File: src/rtl/sprite_blit_source.sv
// Write-side client of the double-buffered frame manager: copies a sprite from a
// sync-read ROM into the back buffer, one pixel per clock, clipping off-screen pixels.
module sprite_blit_source #(
    parameter int SOURCE_ID        = 0,
    parameter int SOURCE_SEL_ADDRW = 1,
    parameter int DRAW_WIDTH       = 640,
    parameter int DRAW_HEIGHT      = 480,
    parameter int SPRITE_W         = 32,
    parameter int SPRITE_H         = 32,
    parameter int COLOR_DEPTH      = 9,
    parameter logic [COLOR_DEPTH-1:0] TRANSPARENT_COLOR = 9'h1FF,
    localparam int XW = $clog2(DRAW_WIDTH),
    localparam int YW = $clog2(DRAW_HEIGHT),
    localparam int AW = $clog2(SPRITE_W * SPRITE_H)
) (
    input  logic                        clk,
    input  logic                        reset,
    input  logic                        write_awaited,
    input  logic [SOURCE_SEL_ADDRW-1:0] write_source_sel,
    input  logic [XW-1:0]               sprite_x,
    input  logic [YW-1:0]               sprite_y,
    input  logic                        sprite_visible,
    output logic [AW-1:0]               rom_addr,
    input  logic [COLOR_DEPTH-1:0]      rom_data,
    output logic                        write_active,
    output logic [XW-1:0]               write_x_addr,
    output logic [YW-1:0]               write_y_addr,
    output logic [COLOR_DEPTH-1:0]      write_color_data,
    output logic                        write_transparent,
    output logic                        draw_done,
    output logic [2:0]                  state_dbg
);

    localparam int CW = (SPRITE_W > 1) ? $clog2(SPRITE_W) : 1;
    localparam int RW = (SPRITE_H > 1) ? $clog2(SPRITE_H) : 1;
    localparam logic [CW-1:0] COL_LAST = CW'(SPRITE_W - 1);
    localparam logic [RW-1:0] ROW_LAST = RW'(SPRITE_H - 1);

    localparam logic [2:0] S_IDLE    = 3'd0;
    localparam logic [2:0] S_DRAW    = 3'd1;
    localparam logic [2:0] S_DRAIN   = 3'd2;
    localparam logic [2:0] S_STUB    = 3'd3;
    localparam logic [2:0] S_RELEASE = 3'd4;

    // Handshake: the manager raises write_awaited with our index on write_source_sel;
    // we answer with one contiguous write_active burst and its fall hands the grant back.
    // RELEASE waits for the lagging grant to drop so it cannot start a second pass.
    logic grant;
    assign grant = write_awaited && (write_source_sel == SOURCE_SEL_ADDRW'(SOURCE_ID));

    logic [2:0]    state_q, state_d;
    logic [XW-1:0] lx_q, lx_d;
    logic [YW-1:0] ly_q, ly_d;
    logic [CW-1:0] col_q, col_d;
    logic [RW-1:0] row_q, row_d;

    // Stage 1: ROM address plus the wide screen coordinate of that pixel.
    logic [AW-1:0] rom_addr_q, rom_addr_d;
    logic          s1_valid_q, s1_valid_d;
    logic          s1_stub_q, s1_stub_d;
    logic [XW:0]   s1_x_q, s1_x_d;
    logic [YW:0]   s1_y_q, s1_y_d;

    // Stage 2: aligned with rom_data.
    logic          write_active_q, write_active_d;
    logic [XW-1:0] wx_q, wx_d;
    logic [YW-1:0] wy_q, wy_d;
    logic          clip_q, clip_d;
    logic          draw_done_q, draw_done_d;

    always_comb begin
        state_d    = state_q;
        lx_d       = lx_q;
        ly_d       = ly_q;
        col_d      = col_q;
        row_d      = row_q;
        rom_addr_d = rom_addr_q;
        s1_valid_d = 1'b0;
        s1_stub_d  = 1'b0;
        s1_x_d     = s1_x_q;
        s1_y_d     = s1_y_q;

        case (state_q)
            S_IDLE: begin
                if (grant) begin
                    lx_d    = sprite_x;
                    ly_d    = sprite_y;
                    col_d   = '0;
                    row_d   = '0;
                    state_d = sprite_visible ? S_DRAW : S_STUB;
                end
            end
            S_DRAW: begin
                rom_addr_d = AW'(int'(row_q) * SPRITE_W + int'(col_q));
                s1_valid_d = 1'b1;
                s1_x_d     = {1'b0, lx_q} + (XW+1)'(col_q);
                s1_y_d     = {1'b0, ly_q} + (YW+1)'(row_q);
                if (col_q == COL_LAST) begin
                    col_d = '0;
                    if (row_q == ROW_LAST) begin
                        state_d = S_DRAIN;
                    end else begin
                        row_d = row_q + 1'b1;
                    end
                end else begin
                    col_d = col_q + 1'b1;
                end
            end
            S_DRAIN: begin
                state_d = S_RELEASE;
            end
            S_STUB: begin
                // Invisible sprite still needs one write_active pulse for the manager.
                rom_addr_d = '0;
                s1_valid_d = 1'b1;
                s1_stub_d  = 1'b1;
                s1_x_d     = '0;
                s1_y_d     = '0;
                state_d    = S_RELEASE;
            end
            S_RELEASE: begin
                if (!grant) begin
                    state_d = S_IDLE;
                end
            end
            default: begin
                state_d = S_IDLE;
            end
        endcase
    end

    always_comb begin
        write_active_d = s1_valid_q;
        wx_d           = s1_valid_q ? s1_x_q[XW-1:0] : '0;
        wy_d           = s1_valid_q ? s1_y_q[YW-1:0] : '0;
        clip_d         = s1_valid_q && (s1_stub_q
                                        || (s1_x_q >= (XW+1)'(DRAW_WIDTH))
                                        || (s1_y_q >= (YW+1)'(DRAW_HEIGHT)));
        draw_done_d    = write_active_q && !s1_valid_q;
    end

    always_ff @(posedge clk or posedge reset) begin
        if (reset) begin
            state_q        <= S_IDLE;
            lx_q           <= '0;
            ly_q           <= '0;
            col_q          <= '0;
            row_q          <= '0;
            rom_addr_q     <= '0;
            s1_valid_q     <= 1'b0;
            s1_stub_q      <= 1'b0;
            s1_x_q         <= '0;
            s1_y_q         <= '0;
            write_active_q <= 1'b0;
            wx_q           <= '0;
            wy_q           <= '0;
            clip_q         <= 1'b0;
            draw_done_q    <= 1'b0;
        end else begin
            state_q        <= state_d;
            lx_q           <= lx_d;
            ly_q           <= ly_d;
            col_q          <= col_d;
            row_q          <= row_d;
            rom_addr_q     <= rom_addr_d;
            s1_valid_q     <= s1_valid_d;
            s1_stub_q      <= s1_stub_d;
            s1_x_q         <= s1_x_d;
            s1_y_q         <= s1_y_d;
            write_active_q <= write_active_d;
            wx_q           <= wx_d;
            wy_q           <= wy_d;
            clip_q         <= clip_d;
            draw_done_q    <= draw_done_d;
        end
    end

    assign rom_addr          = rom_addr_q;
    assign write_active      = write_active_q;
    assign write_x_addr      = wx_q;
    assign write_y_addr      = wy_q;
    assign write_color_data  = rom_data;
    assign write_transparent = write_active_q && (clip_q || (rom_data == TRANSPARENT_COLOR));
    assign draw_done         = draw_done_q;
    assign state_dbg         = state_q;

endmodule

File: config.mk
export PLATFORM = sky130hd
export DESIGN_NAME = sprite_blit_source
export DESIGN_NICKNAME = d
export VERILOG_FILES = /design/src/rtl/sprite_blit_source.sv
export SDC_FILE = /design/constraint.sdc
export NUM_CORES = 1
export LEC_CHECK = 0
export ABC_AREA = 1
export CAP_MARGIN = 20
export CORE_MARGIN = 2
export CORE_UTILIZATION = 52
export DETAILED_ROUTE_END_ITERATION = 6
export GPL_ROUTABILITY_DRIVEN = 0
export GPL_TIMING_DRIVEN = 0
export PLACE_DENSITY = 0.84
export SLEW_MARGIN = 20
export SYNTH_ARGS = -nofsm -noshare
export SYNTH_HDL_FRONTEND = slang
export SYNTH_SLANG_ARGS = --single-unit
File: constraint.sdc
create_clock -name clk -period 4.44 [get_ports clk]
set_input_delay 1.332 -clock clk [delete_from_list [all_inputs] [get_ports clk]]
set_output_delay 1.332 -clock clk [all_outputs]
set_load 0.03 [all_outputs]
# == Word level (Yosys, flattened, before mapping) ==
# Cells that the tools add are included.
# totals
reg_bits,87
output_inout_bits,44
# op_classes
n_addsub,5
magnitude_cmp,2
eq_ne,12
mux,19
n_bitwise,1
n_reduce_logical,17
# ops
cell,count
$pmux 10 s2,2
$pmux 11 s2,1
$mux 5,4
$pmux 5 s2,2
$mux 3,4
$pmux 3 s4,1
$add 10x5->11,1
$ge 11x10->1 const B,1
$add 10x5->10,1
$add 5x1->5 const B,2
$add 9x5->10,1
$eq 5x5->1 const B,2
$ge 10x9->1 const B,1
$mux 10,1
$ne 2x2->1 const B,5
$eq 9x9->1 const B,1
$mux 9,1
$reduce_and 4->1,2
$eq 3x2->1 const B,2
$logic_and 1x1->1,4
$reduce_and 2->1,2
$reduce_bool 2->1,2
$reduce_or 2->1,2
$eq 3x1->1 const B,1
7 further kinds,10

# == Logic depth before layout (Yosys ltp) ==
# depth
ltp_word,4
ltp_mapped,11

# == Worst setup path after synthesis ==
# Ideal clock, no wire load.
# synth_timing
kind,in2out
startpoint,in rom_data[7]
endpoint,out write_transparent
arrival_ns,1.972
setup_slack_ns,1.136
path_stages,4
path_cell_list,nand4_1 nor2_1 a21oi_1 nor2_1
# synth_between
elab_chain_len,3
# synth_rtl
element,line,rtl
from (decl),24,"input logic [COLOR_DEPTH-1:0] rom_data,"
$eq 9x9->1,183,assign write_transparent = write_active_q && (clip_q || (rom_data == TRANSPARENT_COLOR));
$logic_or 1x1->1,183,
$logic_and 1x1->1,183,
to (decl),29,"output logic write_transparent,"
# Every way passes these cells.

# == Worst setup path after layout ==
# layout_timing
startpoint,in rom_data[6]
endpoint,out write_transparent
# Same word-level chain as after synthesis.

==> flow_summary.toml <==
[run_status]
status = "completed"

[sta]
maxSlewViolCount = 0
setup_tns_ps = 0
fin_crit_ps = 4250
fin_worst_skew_ps = 6.47
worstMarginPinSlew_ps = 568
setup_viol = 0
fmax_mhz = 235
max_slew_margin = 0.621
rsz0062_at_grt = "no"
finalHoldViolCount = 0
whs_ps = 463
min_period_over_period = 0.958

[pwr]
p_per_area_nw_per_um2 = 713
report.power.total_mw = 3.73
cellLeakagePower_nw = 2.75
comb_power_share = 0.478
clkPwrFrac = 0.160
p_switching_mw = 1.62
p_sw_frac = 0.434
p_seq_frac = 0.362
p_int_mw = 2.11
ir_drop_mv = 0.501

[cts]
cts.sinks = 87
cts_tree = "done"
clk_pin_slew_ps = 80
cts_resized = 0
cts_buffer_depth = 2
cts_root_buf = "clkbuf_8"
h-tree-depth = 3
cts_buffers = 9
clk_latency_ps = 360
ctsHoldBuffers = 0
post_cts_buffers = 0

[synth]
netlist_area_um2 = 4100
postSynth.asyncResetShare = 1.00
synth_top_area_cell = "dfrtp_1"
synthTopCellsByArea = "dfrtp_1, nand2_1, nand3_1"
synth_top_area_frac = 0.530
ys.flop_type = "dfrtp_1"
synth_edf_count = 0
seq_area_frac_synth = 0.530
syn_inst = 476
post_synth_fa_ha_maj_area_fraction = 0.0524
synth_top_family_by_area = "simple AND/OR/NAND/NOR gates"
synth_mux_area_frac = 0
syn-num-nets = 525
syn_avg_cell_area_um2 = 8.62
synth_compound_area_frac = 0.0558
synth_most_common_cell = "nand2_1"
synth_common_cells = "nand2_1, dfrtp_1, inv_1, nand3_1, nor2_1"
ys_seq_elements = 87
yosysUniqueCellTypes = 33
synth_xor_area_frac = 0.00640
yosys.area_share.simple = 0.275
synth_warnings = 0

[die]
die_x_um = 92.8
fp.dieH_um = 92.8
die_area_um2 = 8620
coreArea_um2 = 7690
start_util = 0.534
num_rows = 32
io_pins = 77

[setup_path]
crit_slowest_cell = "clkdlybuf4s50_1"
path_max_fanout = 2
crit_family = "buffers and inverters"
crit_buf_inv = 2
start_kind = "input port"
cp_cell_sequence = "clkdlybuf4s50_1, nand4_1, nor2_1, a21oi_1, nor2_1, clkdlybuf4s50_1"
reg2regPathDepth = 11
crit_type = "in2out"
cp.arrival_ps = 2920
r2r_slack_ps = 2570
max_stage_delay_ps = 680
r2r_start = "row_q[0]$_DFFE_PP0P_"
cp.required_ps = 3110
worst_setup_path_end_kind = "primary output"
r2r_end = "s1_y_q[6]$_DFFE_PP0P_"

[drt]
antenna_left = 0
wirelength_um = 9800
vias_per_cell = 5.27
drt_iter0_markers = 238
wl_per_cell_um = 14.6
vias = 3538
drc = 0
drt_pass1_iterations = 6

[min_path]
holdPathStages = 0
whs_endpoint = "write_active$_DFF_PP0_"
hold_class = "reg2reg"
hold_start = "s1_valid_q$_DFF_PP0_"

[layout]
area_growth_pct = 27.4
fin_cells = 671
n_antenna_cell = 0
nNetsFinal = 613
fin_util = 0.680
fillers = 607
drive_gt1_frac = 0.0914

[global_routing]
grt_max_degree = 59
gr-total-overflow = 0
gr-usage-all-layers = 0.251
grt_pass1_vias = 3703
antenna_found_initial = 0
grt_pass1_wl_um = 16900

[run]
max_cap_viol_count = 0

[placement]
place_inst = 655
dp_hpwl_um = 6970
io_buffers = 76
==> how the worst max path moves through the flow <==
stage	start	end	slack, ps	cells past startpoint
CTS	rom_data[6]	write_transparent	170	6
finish	rom_data[6]	write_transparent	190	6
floorplan	reset	clip_q$_DFF_PP0_	860	1
detailed placement	rom_data[6]	write_transparent	180	6
global placement	reset	rom_addr[8]$_DFFE_PP0P_	-430	2
global route	rom_data[3]	write_transparent	130	6
==> worst register-to-register path: cells and delay by family (launching register included) <==
family / cells / cell delay [ps]
and+or+nand+nor: 7 / 610
adders and majority gates: 2 / 560
buffers and inverters: 2 / 130
DFF: 1 / 460
==> state kept, by name, indices dropped and copies added (netlist names), 3 cells and up <==
signal        flops
s1_x_q           11
lx_q             10
rom_addr         10
s1_y_q           10
write_x_addr     10
ly_q              9
write_y_addr      9
col_q             5
row_q             5
state_dbg         3
==> layout by cell type (no fill, tap or decap), types with 3 or more instances in the layout <==
cell type and count:
or2_2 6, nand2_1 139, buf_2 6, clkbuf_1 6, buf_4 10, o21ai_1 4, inv_1 47, o21ai_0 11
nand3b_1 6, nor3_1 3, buf_1 3, dfrtp_1 87, a22o_1 6, inv_2 5, clkbuf_8 9, a21oi_1 13
ha_1 14, nand4_1 6, nand2_2 4, nand3_1 47, nor2_1 37, clkdlybuf4s50_1 76
==> metrics by stage <==
| stage | instance area, um2 | setup slack (ps) |
|---|---|---|
| final | 5230 | 188 |
| after global placement | 4990 | -433 |
| after detailed placement | 5020 | 179 |
| after CTS | 5230 | 172 |
| after floorplan | 4100 | 858 |
| after global routing | 5230 | 134 |
==> cell type report <==
cell class / count / area [um2] / area share
plain buffers: 22 / 128 / 0.0244
inverters: 53 / 201 / 0.0385
multi-input cells: 314 / 1600 / 0.306
clock inverters: 4 / 70.1 / 0.0134
repair buffers: 77 / 788 / 0.151
well taps: 102 / 128 / 0.0244
flip-flops and latches: 87 / 2180 / 0.416
clock buffers: 12 / 135 / 0.0258
==> cell families (layout without fill, tap and decap cells) <==
logic type,Yosys count,in the layout
and+or+nand+nor,256,256
DFF,87,87
AOI/OAI and AO/OA,39,39
buffers and inverters,75,168
adders and majority gates,16,16
xor gates and xnor gates,3,3
==> power groups by stage <==
stage	combinational (mW)	sequential, mW	clock, mW
2_1_floorplan	0.959	1.55	0
3_3_place_gp	1.70	1.34	0
3_5_place_dp	1.76	1.36	0
4_1_cts	1.78	1.34	0.598
5_1_grt	1.97	1.39	0.632
6_report	1.78	1.35	0.595
==> layer usage <==
metal,GRT usage,vias up,share of wire
li1,-,1684,-
met1,0.312,1678,0.42
met2,0.423,151,0.48
met3,0.0504,25,0.074
met4,0.115,0,0.026
met5,0,-,0
Power figures use the tool's default switching activity.
